File: src/rtl/multicycle_control_if.sv
// Control-unit bus: instruction fields and ALU/memory status going into the
// controller, and datapath steering and strobes coming back out.
interface multicycle_control_if;
    logic [5:0] opcode;
    logic [5:0] funct;
    logic       zero;
    logic       overflow;
    logic       mem_ready;
    logic [2:0] alu_control;
    logic       alu_src_a;
    logic [1:0] alu_src_b;
    logic [1:0] pc_src;
    logic       mem_req;
    logic       mem_write;
    logic       iord;
    logic       ir_write;
    logic       pc_en;
    logic       reg_write;
    logic       reg_dst;
    logic       mem_to_reg;
    logic       illegal;
    logic       ovf_exc;
    logic [3:0] state;

    // Controller side
    modport slave (
        input  opcode, funct, zero, overflow, mem_ready,
        output alu_control, alu_src_a, alu_src_b, pc_src, mem_req, mem_write,
               iord, ir_write, pc_en, reg_write, reg_dst, mem_to_reg,
               illegal, ovf_exc, state
    );

    // Datapath / environment side
    modport master (
        output opcode, funct, zero, overflow, mem_ready,
        input  alu_control, alu_src_a, alu_src_b, pc_src, mem_req, mem_write,
               iord, ir_write, pc_en, reg_write, reg_dst, mem_to_reg,
               illegal, ovf_exc, state
    );
endinterface

File: src/rtl/multicycle_control.sv
// Multicycle MIPS-subset control unit: Moore FSM (with Mealy handshake
// strobes in FETCH and the branch PC enable) driving a shared-ALU datapath.
module multicycle_control (
    input  logic                  clk,
    input  logic                  rst_n,
    multicycle_control_if.slave   bus
);
    localparam logic [3:0] S_FETCH  = 4'd0;
    localparam logic [3:0] S_DECODE = 4'd1;
    localparam logic [3:0] S_MEMADR = 4'd2;
    localparam logic [3:0] S_MEMRD  = 4'd3;
    localparam logic [3:0] S_MEMWB  = 4'd4;
    localparam logic [3:0] S_MEMWR  = 4'd5;
    localparam logic [3:0] S_EXEC   = 4'd6;
    localparam logic [3:0] S_ALUWB  = 4'd7;
    localparam logic [3:0] S_BRANCH = 4'd8;
    localparam logic [3:0] S_ADDIEX = 4'd9;
    localparam logic [3:0] S_ADDIWB = 4'd10;
    localparam logic [3:0] S_JUMP   = 4'd11;

    localparam logic [5:0] OP_RTYPE = 6'b000000;
    localparam logic [5:0] OP_LW    = 6'b100011;
    localparam logic [5:0] OP_SW    = 6'b101011;
    localparam logic [5:0] OP_BEQ   = 6'b000100;
    localparam logic [5:0] OP_ADDI  = 6'b001000;
    localparam logic [5:0] OP_J     = 6'b000010;

    localparam logic [5:0] FN_ADD = 6'b100000;
    localparam logic [5:0] FN_SUB = 6'b100010;
    localparam logic [5:0] FN_AND = 6'b100100;
    localparam logic [5:0] FN_OR  = 6'b100101;
    localparam logic [5:0] FN_SLT = 6'b101010;

    // Returns {supported, alu_control} for an R-type funct field.
    function automatic logic [3:0] funct_decode(input logic [5:0] f);
        case (f)
            FN_ADD:  funct_decode = 4'b1_010;
            FN_SUB:  funct_decode = 4'b1_110;
            FN_AND:  funct_decode = 4'b1_000;
            FN_OR:   funct_decode = 4'b1_001;
            FN_SLT:  funct_decode = 4'b1_111;
            default: funct_decode = 4'b0_000;
        endcase
    endfunction

    logic [3:0] state_q, state_d;
    logic [5:0] funct_q, funct_d;
    logic       is_sw_q, is_sw_d;
    logic       ovf_q,   ovf_d;
    logic [3:0] live_fn;
    logic [3:0] held_fn;
    logic       op_legal;

    assign live_fn   = funct_decode(bus.funct);
    assign held_fn   = funct_decode(funct_q);
    assign bus.state = state_q;

    // Legality of the instruction currently on the opcode/funct inputs
    always_comb begin
        op_legal = 1'b0;
        case (bus.opcode)
            OP_LW, OP_SW, OP_BEQ, OP_ADDI, OP_J: op_legal = 1'b1;
            OP_RTYPE:                            op_legal = live_fn[3];
            default:                             op_legal = 1'b0;
        endcase
    end

    // Next-state logic; instruction fields are captured only in DECODE
    always_comb begin
        state_d = S_FETCH;
        funct_d = funct_q;
        is_sw_d = is_sw_q;
        ovf_d   = ovf_q;
        case (state_q)
            S_FETCH:  state_d = bus.mem_ready ? S_DECODE : S_FETCH;
            S_DECODE: begin
                funct_d = bus.funct;
                is_sw_d = (bus.opcode == OP_SW);
                if (!op_legal) begin
                    state_d = S_FETCH;
                end else begin
                    case (bus.opcode)
                        OP_LW, OP_SW: state_d = S_MEMADR;
                        OP_RTYPE:     state_d = S_EXEC;
                        OP_BEQ:       state_d = S_BRANCH;
                        OP_ADDI:      state_d = S_ADDIEX;
                        OP_J:         state_d = S_JUMP;
                        default:      state_d = S_FETCH;
                    endcase
                end
            end
            S_MEMADR: state_d = is_sw_q ? S_MEMWR : S_MEMRD;
            S_MEMRD:  state_d = bus.mem_ready ? S_MEMWB : S_MEMRD;
            S_MEMWR:  state_d = bus.mem_ready ? S_FETCH : S_MEMWR;
            S_EXEC: begin
                // Only add/sub can raise an overflow exception
                ovf_d   = bus.overflow && ((funct_q == FN_ADD) || (funct_q == FN_SUB));
                state_d = S_ALUWB;
            end
            S_ADDIEX: begin
                ovf_d   = bus.overflow;
                state_d = S_ADDIWB;
            end
            default:  state_d = S_FETCH;
        endcase
    end

    // State and captured-instruction registers, cleared asynchronously
    always_ff @(posedge clk or negedge rst_n) begin
        if (!rst_n) begin
            state_q <= S_FETCH;
            funct_q <= 6'd0;
            is_sw_q <= 1'b0;
            ovf_q   <= 1'b0;
        end else begin
            state_q <= state_d;
            funct_q <= funct_d;
            is_sw_q <= is_sw_d;
            ovf_q   <= ovf_d;
        end
    end

    // Output decode; everything is gated low while reset is held
    always_comb begin
        bus.alu_control = 3'b000;
        bus.alu_src_a   = 1'b0;
        bus.alu_src_b   = 2'b00;
        bus.pc_src      = 2'b00;
        bus.mem_req     = 1'b0;
        bus.mem_write   = 1'b0;
        bus.iord        = 1'b0;
        bus.ir_write    = 1'b0;
        bus.pc_en       = 1'b0;
        bus.reg_write   = 1'b0;
        bus.reg_dst     = 1'b0;
        bus.mem_to_reg  = 1'b0;
        bus.illegal     = 1'b0;
        bus.ovf_exc     = 1'b0;
        if (rst_n) begin
            case (state_q)
                S_FETCH: begin
                    bus.mem_req     = 1'b1;
                    bus.alu_src_b   = 2'b01;
                    bus.alu_control = 3'b010;
                    bus.ir_write    = bus.mem_ready;
                    bus.pc_en       = bus.mem_ready;
                end
                S_DECODE: begin
                    bus.alu_src_b   = 2'b11;
                    bus.alu_control = 3'b010;
                    bus.illegal     = !op_legal;
                end
                S_MEMADR, S_ADDIEX: begin
                    bus.alu_src_a   = 1'b1;
                    bus.alu_src_b   = 2'b10;
                    bus.alu_control = 3'b010;
                end
                S_MEMRD: begin
                    bus.mem_req = 1'b1;
                    bus.iord    = 1'b1;
                end
                S_MEMWR: begin
                    bus.mem_req   = 1'b1;
                    bus.iord      = 1'b1;
                    bus.mem_write = 1'b1;
                end
                S_MEMWB: begin
                    bus.reg_write  = 1'b1;
                    bus.mem_to_reg = 1'b1;
                end
                S_EXEC: begin
                    bus.alu_src_a   = 1'b1;
                    bus.alu_control = held_fn[2:0];
                end
                S_ALUWB: begin
                    bus.reg_write = !ovf_q;
                    bus.reg_dst   = 1'b1;
                    bus.ovf_exc   = ovf_q;
                end
                S_ADDIWB: begin
                    bus.reg_write = !ovf_q;
                    bus.ovf_exc   = ovf_q;
                end
                S_BRANCH: begin
                    bus.alu_src_a   = 1'b1;
                    bus.alu_control = 3'b110;
                    bus.pc_src      = 2'b01;
                    bus.pc_en       = bus.zero;
                end
                S_JUMP: begin
                    bus.pc_src = 2'b10;
                    bus.pc_en  = 1'b1;
                end
                default: ;
            endcase
        end
    end
endmodule

File: src/flat_wrapper.sv
// flat-port wrapper written by rule: the top's interface ports become plain ports
module multicycle_control_flat 
  (clk, rst_n, bus_opcode, bus_funct, bus_zero, bus_overflow, bus_mem_ready, bus_alu_control, bus_alu_src_a, bus_alu_src_b, bus_pc_src, bus_mem_req, bus_mem_write, bus_iord, bus_ir_write, bus_pc_en, bus_reg_write, bus_reg_dst, bus_mem_to_reg, bus_illegal, bus_ovf_exc, bus_state);
  multicycle_control_if bus_i ();
  input  logic clk;
  input  logic rst_n;
  input wire logic [$bits(bus_i.opcode)-1:0] bus_opcode;
  input wire logic [$bits(bus_i.funct)-1:0] bus_funct;
  input wire logic [$bits(bus_i.zero)-1:0] bus_zero;
  input wire logic [$bits(bus_i.overflow)-1:0] bus_overflow;
  input wire logic [$bits(bus_i.mem_ready)-1:0] bus_mem_ready;
  output wire logic [$bits(bus_i.alu_control)-1:0] bus_alu_control;
  output wire logic [$bits(bus_i.alu_src_a)-1:0] bus_alu_src_a;
  output wire logic [$bits(bus_i.alu_src_b)-1:0] bus_alu_src_b;
  output wire logic [$bits(bus_i.pc_src)-1:0] bus_pc_src;
  output wire logic [$bits(bus_i.mem_req)-1:0] bus_mem_req;
  output wire logic [$bits(bus_i.mem_write)-1:0] bus_mem_write;
  output wire logic [$bits(bus_i.iord)-1:0] bus_iord;
  output wire logic [$bits(bus_i.ir_write)-1:0] bus_ir_write;
  output wire logic [$bits(bus_i.pc_en)-1:0] bus_pc_en;
  output wire logic [$bits(bus_i.reg_write)-1:0] bus_reg_write;
  output wire logic [$bits(bus_i.reg_dst)-1:0] bus_reg_dst;
  output wire logic [$bits(bus_i.mem_to_reg)-1:0] bus_mem_to_reg;
  output wire logic [$bits(bus_i.illegal)-1:0] bus_illegal;
  output wire logic [$bits(bus_i.ovf_exc)-1:0] bus_ovf_exc;
  output wire logic [$bits(bus_i.state)-1:0] bus_state;
  assign bus_i.opcode = bus_opcode;
  assign bus_i.funct = bus_funct;
  assign bus_i.zero = bus_zero;
  assign bus_i.overflow = bus_overflow;
  assign bus_i.mem_ready = bus_mem_ready;
  assign bus_alu_control = bus_i.alu_control;
  assign bus_alu_src_a = bus_i.alu_src_a;
  assign bus_alu_src_b = bus_i.alu_src_b;
  assign bus_pc_src = bus_i.pc_src;
  assign bus_mem_req = bus_i.mem_req;
  assign bus_mem_write = bus_i.mem_write;
  assign bus_iord = bus_i.iord;
  assign bus_ir_write = bus_i.ir_write;
  assign bus_pc_en = bus_i.pc_en;
  assign bus_reg_write = bus_i.reg_write;
  assign bus_reg_dst = bus_i.reg_dst;
  assign bus_mem_to_reg = bus_i.mem_to_reg;
  assign bus_illegal = bus_i.illegal;
  assign bus_ovf_exc = bus_i.ovf_exc;
  assign bus_state = bus_i.state;
  multicycle_control u_core (.clk(clk), .rst_n(rst_n), .bus(bus_i));
endmodule
File: config.mk
export PLATFORM = sky130hd
export DESIGN_NAME = multicycle_control_flat
export DESIGN_NICKNAME = d
export VERILOG_FILES = /design/src/rtl/multicycle_control_if.sv /design/src/rtl/multicycle_control.sv /design/src/flat_wrapper.sv
export SDC_FILE = /design/constraint.sdc
export NUM_CORES = 1
export LEC_CHECK = 0
export ABC_AREA = 1
export BUFFER_PORTS_ARGS = -buffer_cell sky130_fd_sc_hd__buf_2
export CAP_MARGIN = 20
export CORE_MARGIN = 4
export CORE_UTILIZATION = 49
export DETAILED_ROUTE_END_ITERATION = 16
export GPL_TIMING_DRIVEN = 0
export PLACE_DENSITY = 0.8
export REMOVE_ABC_BUFFERS = 1
export SETUP_SLACK_MARGIN = 0.15
export SLEW_MARGIN = 20
export SYNTH_ARGS = -nofsm -noshare
export SYNTH_HDL_FRONTEND = slang
export SYNTH_SLANG_ARGS = --single-unit
File: constraint.sdc
create_clock -name clk -period 2.5 [get_ports clk]
set_input_delay 0.125 -clock clk [delete_from_list [all_inputs] [get_ports clk]]
set_output_delay 0.125 -clock clk [all_outputs]
set_load 0.005 [all_outputs]
==> reports/summary.log <==
qor: pwr.pwr_density_cell 708.3 nW/um^2
qor: logic_synthesis.synth-seq-cells 12
qor: drt.drt_first_pass_iters 4
qor: global_routing.grt_first_pass_wirelength 4140 microns
qor: placement.globalplace.congestion 0.8362
qor: placement.numPortBuffers 38
qor: logic_synthesis.synth_sequential_area_ratio 32.00%
qor: sta.clock.fmax 0.5027 GHz
qor: drt.initialDrtViolationCount 26
qor: setup_path.r2r_start u_core.bus.state[2]
qor: setup_path.ff2ff_setup_slack 1.05 ns
qor: logic_synthesis.synthesis.area_per_instance 6.174 sq um
qor: logic_synthesis.ys_dominant_reg_cell sky130_fd_sc_hd__dfrtp_1
qor: die.design.die.area 2679 sq um
qor: clock_network.clockRootBuffer sky130_fd_sc_hd__clkbuf_4
qor: setup_path.timing.critical_path.arrival 1.86 ns
qor: sta.hold_violations 0
qor: logic_synthesis.synthArstFlopShare 100.0%
qor: clock_network.cts-root-to-sink-buffers 2
qor: logic_synthesis.synthCells 152
qor: clock_network.clock_sinks 12
qor: setup_path.required_arrival_time_at_the_worst_endpoint 2.38 ns
qor: pwr.clockPowerShare 17.6%
qor: pwr.switchingPower 0.3718 mW
qor: pwr.ir_drop 0.3648 mV
qor: setup_path.path_delay_family buffers and inverters
qor: setup_path.slowest_stage sky130_fd_sc_hd__dlygate4sd3_1
qor: global_routing.grtUsageTotal 20.10%
qor: finish.design.final.nets 215
qor: setup_path.worst_path_most_repeated_cell sky130_fd_sc_hd__buf_2
qor: sta.drv_slew 0
qor: sta.final_sum_of_negative_setup_slack 0 ns
qor: global_routing.antenna_found_initial 0
qor: drt.ant_nets 0
qor: clock_network.cts_buf_count 3
qor: pwr.static-leakage-power 0.6945 nW
qor: sta.grt_setup_unrepaired no
qor: setup_path.crit-reg2reg-capture u_core.bus.state[1]
qor: setup_path.buffer_and_inverter_count_on_the_worst_path 5
qor: logic_synthesis.ys_types 24
qor: setup_path.cells_along_the_critical_path dlygate4sd3_1, buf_2, clkinvlp_4, buf_4, nor3_2, nand3_1, o21ai_1, buf_2
qor: finish.final_layout_size_suffix_gt1_share 27.92%
qor: pwr.power.sequential.fraction 37.1%
qor: worst_hold_path.holdCritPathClass in -> reg
qor: placement.place_hpwl 1970 microns
qor: die.initial_core_util 53.19%
qor: die.num_io_pins 39
qor: sta.worst_slew_pin_slew 0.3603 ns
qor: pwr.p_comb_share 45.3%
qor: clock_network.clock_pin_slew_reported_for_the_worst_setup_and_hold_paths_after_clock_tree_synthesis 0.08 ns
qor: finish.antenna_cells_inserted 0
qor: sta.setup_viol 0
qor: global_routing.via_count_of_the_first_global_routing_pass 1011
qor: die.placeableCoreArea 1764 sq um
qor: logic_synthesis.synth.yosys.warnings 0
qor: drt.post_drt_via_cell_ratio 5.086
qor: die.placement_rows 15
qor: drt.routedWlPerCell 10.91 microns
qor: flow_run.number_of_maximum_capacitance_violations 0
qor: sta.fin_worst_skew 0.004234 ns
qor: setup_path.largest_driver_fanout_on_the_critical_path 14
qor: worst_hold_path.whs_path_depth 3
qor: logic_synthesis.synth.cell_area 938.4 sq um
qor: die.dieWidth 51.76 microns
qor: sta.slew_headroom 75.92%
qor: status.outcome completed
qor: logic_synthesis.synth_enable_flop_cells 0
qor: sta.finalWorstPathRequiredPeriod 1.989 ns
qor: worst_hold_path.holdCritStartpoint bus_funct[0]
qor: clock_network.clock_tree_from_tritoncts built
qor: drt.wirelength 2421 microns
qor: setup_path.r2r.worst_path.cells 7
qor: pwr.power.internal 0.5003 mW
qor: die.die_height 51.76 microns
qor: setup_path.end_kind output pin
qor: pwr.power.share.switching 42.63%
qor: drt.vias 1129
qor: worst_hold_path.timing.hold.worst_endpoint u_core.funct_q[0]
qor: clock_network.clkLatencyLatePin 0.27 ns
qor: setup_path.critPathKind in -> out
qor: setup_path.timing.critical_path.slowest_cell_delay 0.52 ns
qor: sta.period_utilisation_layout 79.57%
qor: drt.post-route-drc-count 0
qor: sta.holdWs 0.06104 ns
qor: global_routing.globalRouteOverflowTotal 0
qor: finish.area.growth.synth_to_final 31.20%
qor: clock_network.cts-htree-levels 1
qor: setup_path.start_kind input port
qor: global_routing.grt_start_max_net_pins 18
## registers in the layout, summed over array words and instances, names as in the netlist
| register | cells |
|---|---|
| u_core.funct_q | 6 |
| u_core.ovf_q | 1 |
| u_core.bus.state | 4 |
| u_core.is_sw_q | 1 |
## tightest hold or removal path: cells and delay by family
family,cells,cell delay (ns)
buffers and inverters,1,0.09
and+or+nand+nor,2,0.10
## stage by stage
stage	cell area (sq um)	utilization [%]	setup slack (ns)	std cells	power, mW
after floorplan	929.6	-	1.240	150	0.5754
after global placement	1151	65.25	0.8172	213	0.7052
after detailed placement	1151	65.25	0.7950	213	0.7157
after CTS	1197	67.87	0.2260	218	0.8752
after global routing	1231	69.79	0.3316	222	0.9692
final	1231	69.79	0.5109	222	0.8721
## metal layers
metal / global-route usage, % / part of all wire [%] / wire, microns
met5: 0 / 0 / 0
met4: 8.734 / 1.1 / 27
met3: 2.006 / 7.5 / 181
met2: 36.86 / 49 / 1181
met1: 23.42 / 43 / 1031
## cells in the mapped netlist (all sizes together), types with 2 or more instances
cell	instances	share of area [%]
nand2	39	16
nor2	26	12
inv	25	10
dfrtp	12	32
nand3	12	6.4
o21ai	12	6.4
a21oi	6	3.2
nor3	4	3.2
a31oi	3	2.0
nand4	3	2.0
nor4	2	1.3
o22ai	2	1.3
## cells by family (layout without fill, tap and decap cells)
kind of cell           count (synthesis)  in the layout  share of synthesized area, %
AOI/OAI and AO/OA                     26             26                         15.60
buffers and inverters                 28             73                         11.33
and+or+nand+nor                       86             86                         41.07
DFF                                   12             12                         32.00
## how the worst max path moves through the flow
stage                                   start            endpoint  cells after the start
after floorplan           u_core.bus.state[2]         bus_illegal                      5
after global placement                  rst_n  bus_alu_control[0]                      6
after detailed placement                rst_n  bus_alu_control[0]                      6
after CTS                               rst_n  bus_alu_control[0]                      7
after global routing                    rst_n  bus_alu_control[0]                      8
final                                   rst_n  bus_alu_control[0]                      8
## power by group through the flow
stage	Clock (mW)	Sequential [mW]	Combinational, mW
global route	0.172	0.337	0.459
detailed placement	0	0.328	0.388
floorplan	0	0.317	0.258
finish	0.154	0.324	0.395
CTS	0.160	0.324	0.392
global placement	0	0.325	0.380
## placed cells by master, fill, tap and decap left out, drive strengths merged
cell type / netlist / final
buf: 1 / 42
nand2: 39 / 39
nor2: 26 / 26
inv: 25 / 25
nand3: 12 / 12
dfrtp: 12 / 12
o21ai: 12 / 12
a21oi: 6 / 6
clkbuf: 1 / 4
nor3: 4 / 4
nand4: 3 / 3
a31oi: 3 / 3
nor4: 2 / 2
o22ai: 2 / 2
o211a: 1 / 1
clkinvlp: 0 / 1
o211ai: 1 / 1
o31ai: 1 / 1
dlygate4sd3: 0 / 1
## layout make-up
| cell class | count | area (sq um) |
|---|---|---|
| Clock buffer | 4 | 36.28 |
| Fill cell | 167 | 533.0 |
| Inverter | 26 | 101.3 |
| Multi-Input combinational cell | 112 | 531.8 |
| Sequential cell | 12 | 300.3 |
| Tap cell | 25 | 31.28 |
| Timing Repair Buffer | 43 | 230.2 |
## what timing repair did
item                                    CTS  global route
gates resized for setup                   0             1
setup buffers                             0             4
endpoints found under the hold margin    12             0
endpoints found under the setup margin    0             4
hold buffers                              1             0
Note: power is estimated with default switching activity, not from simulation.
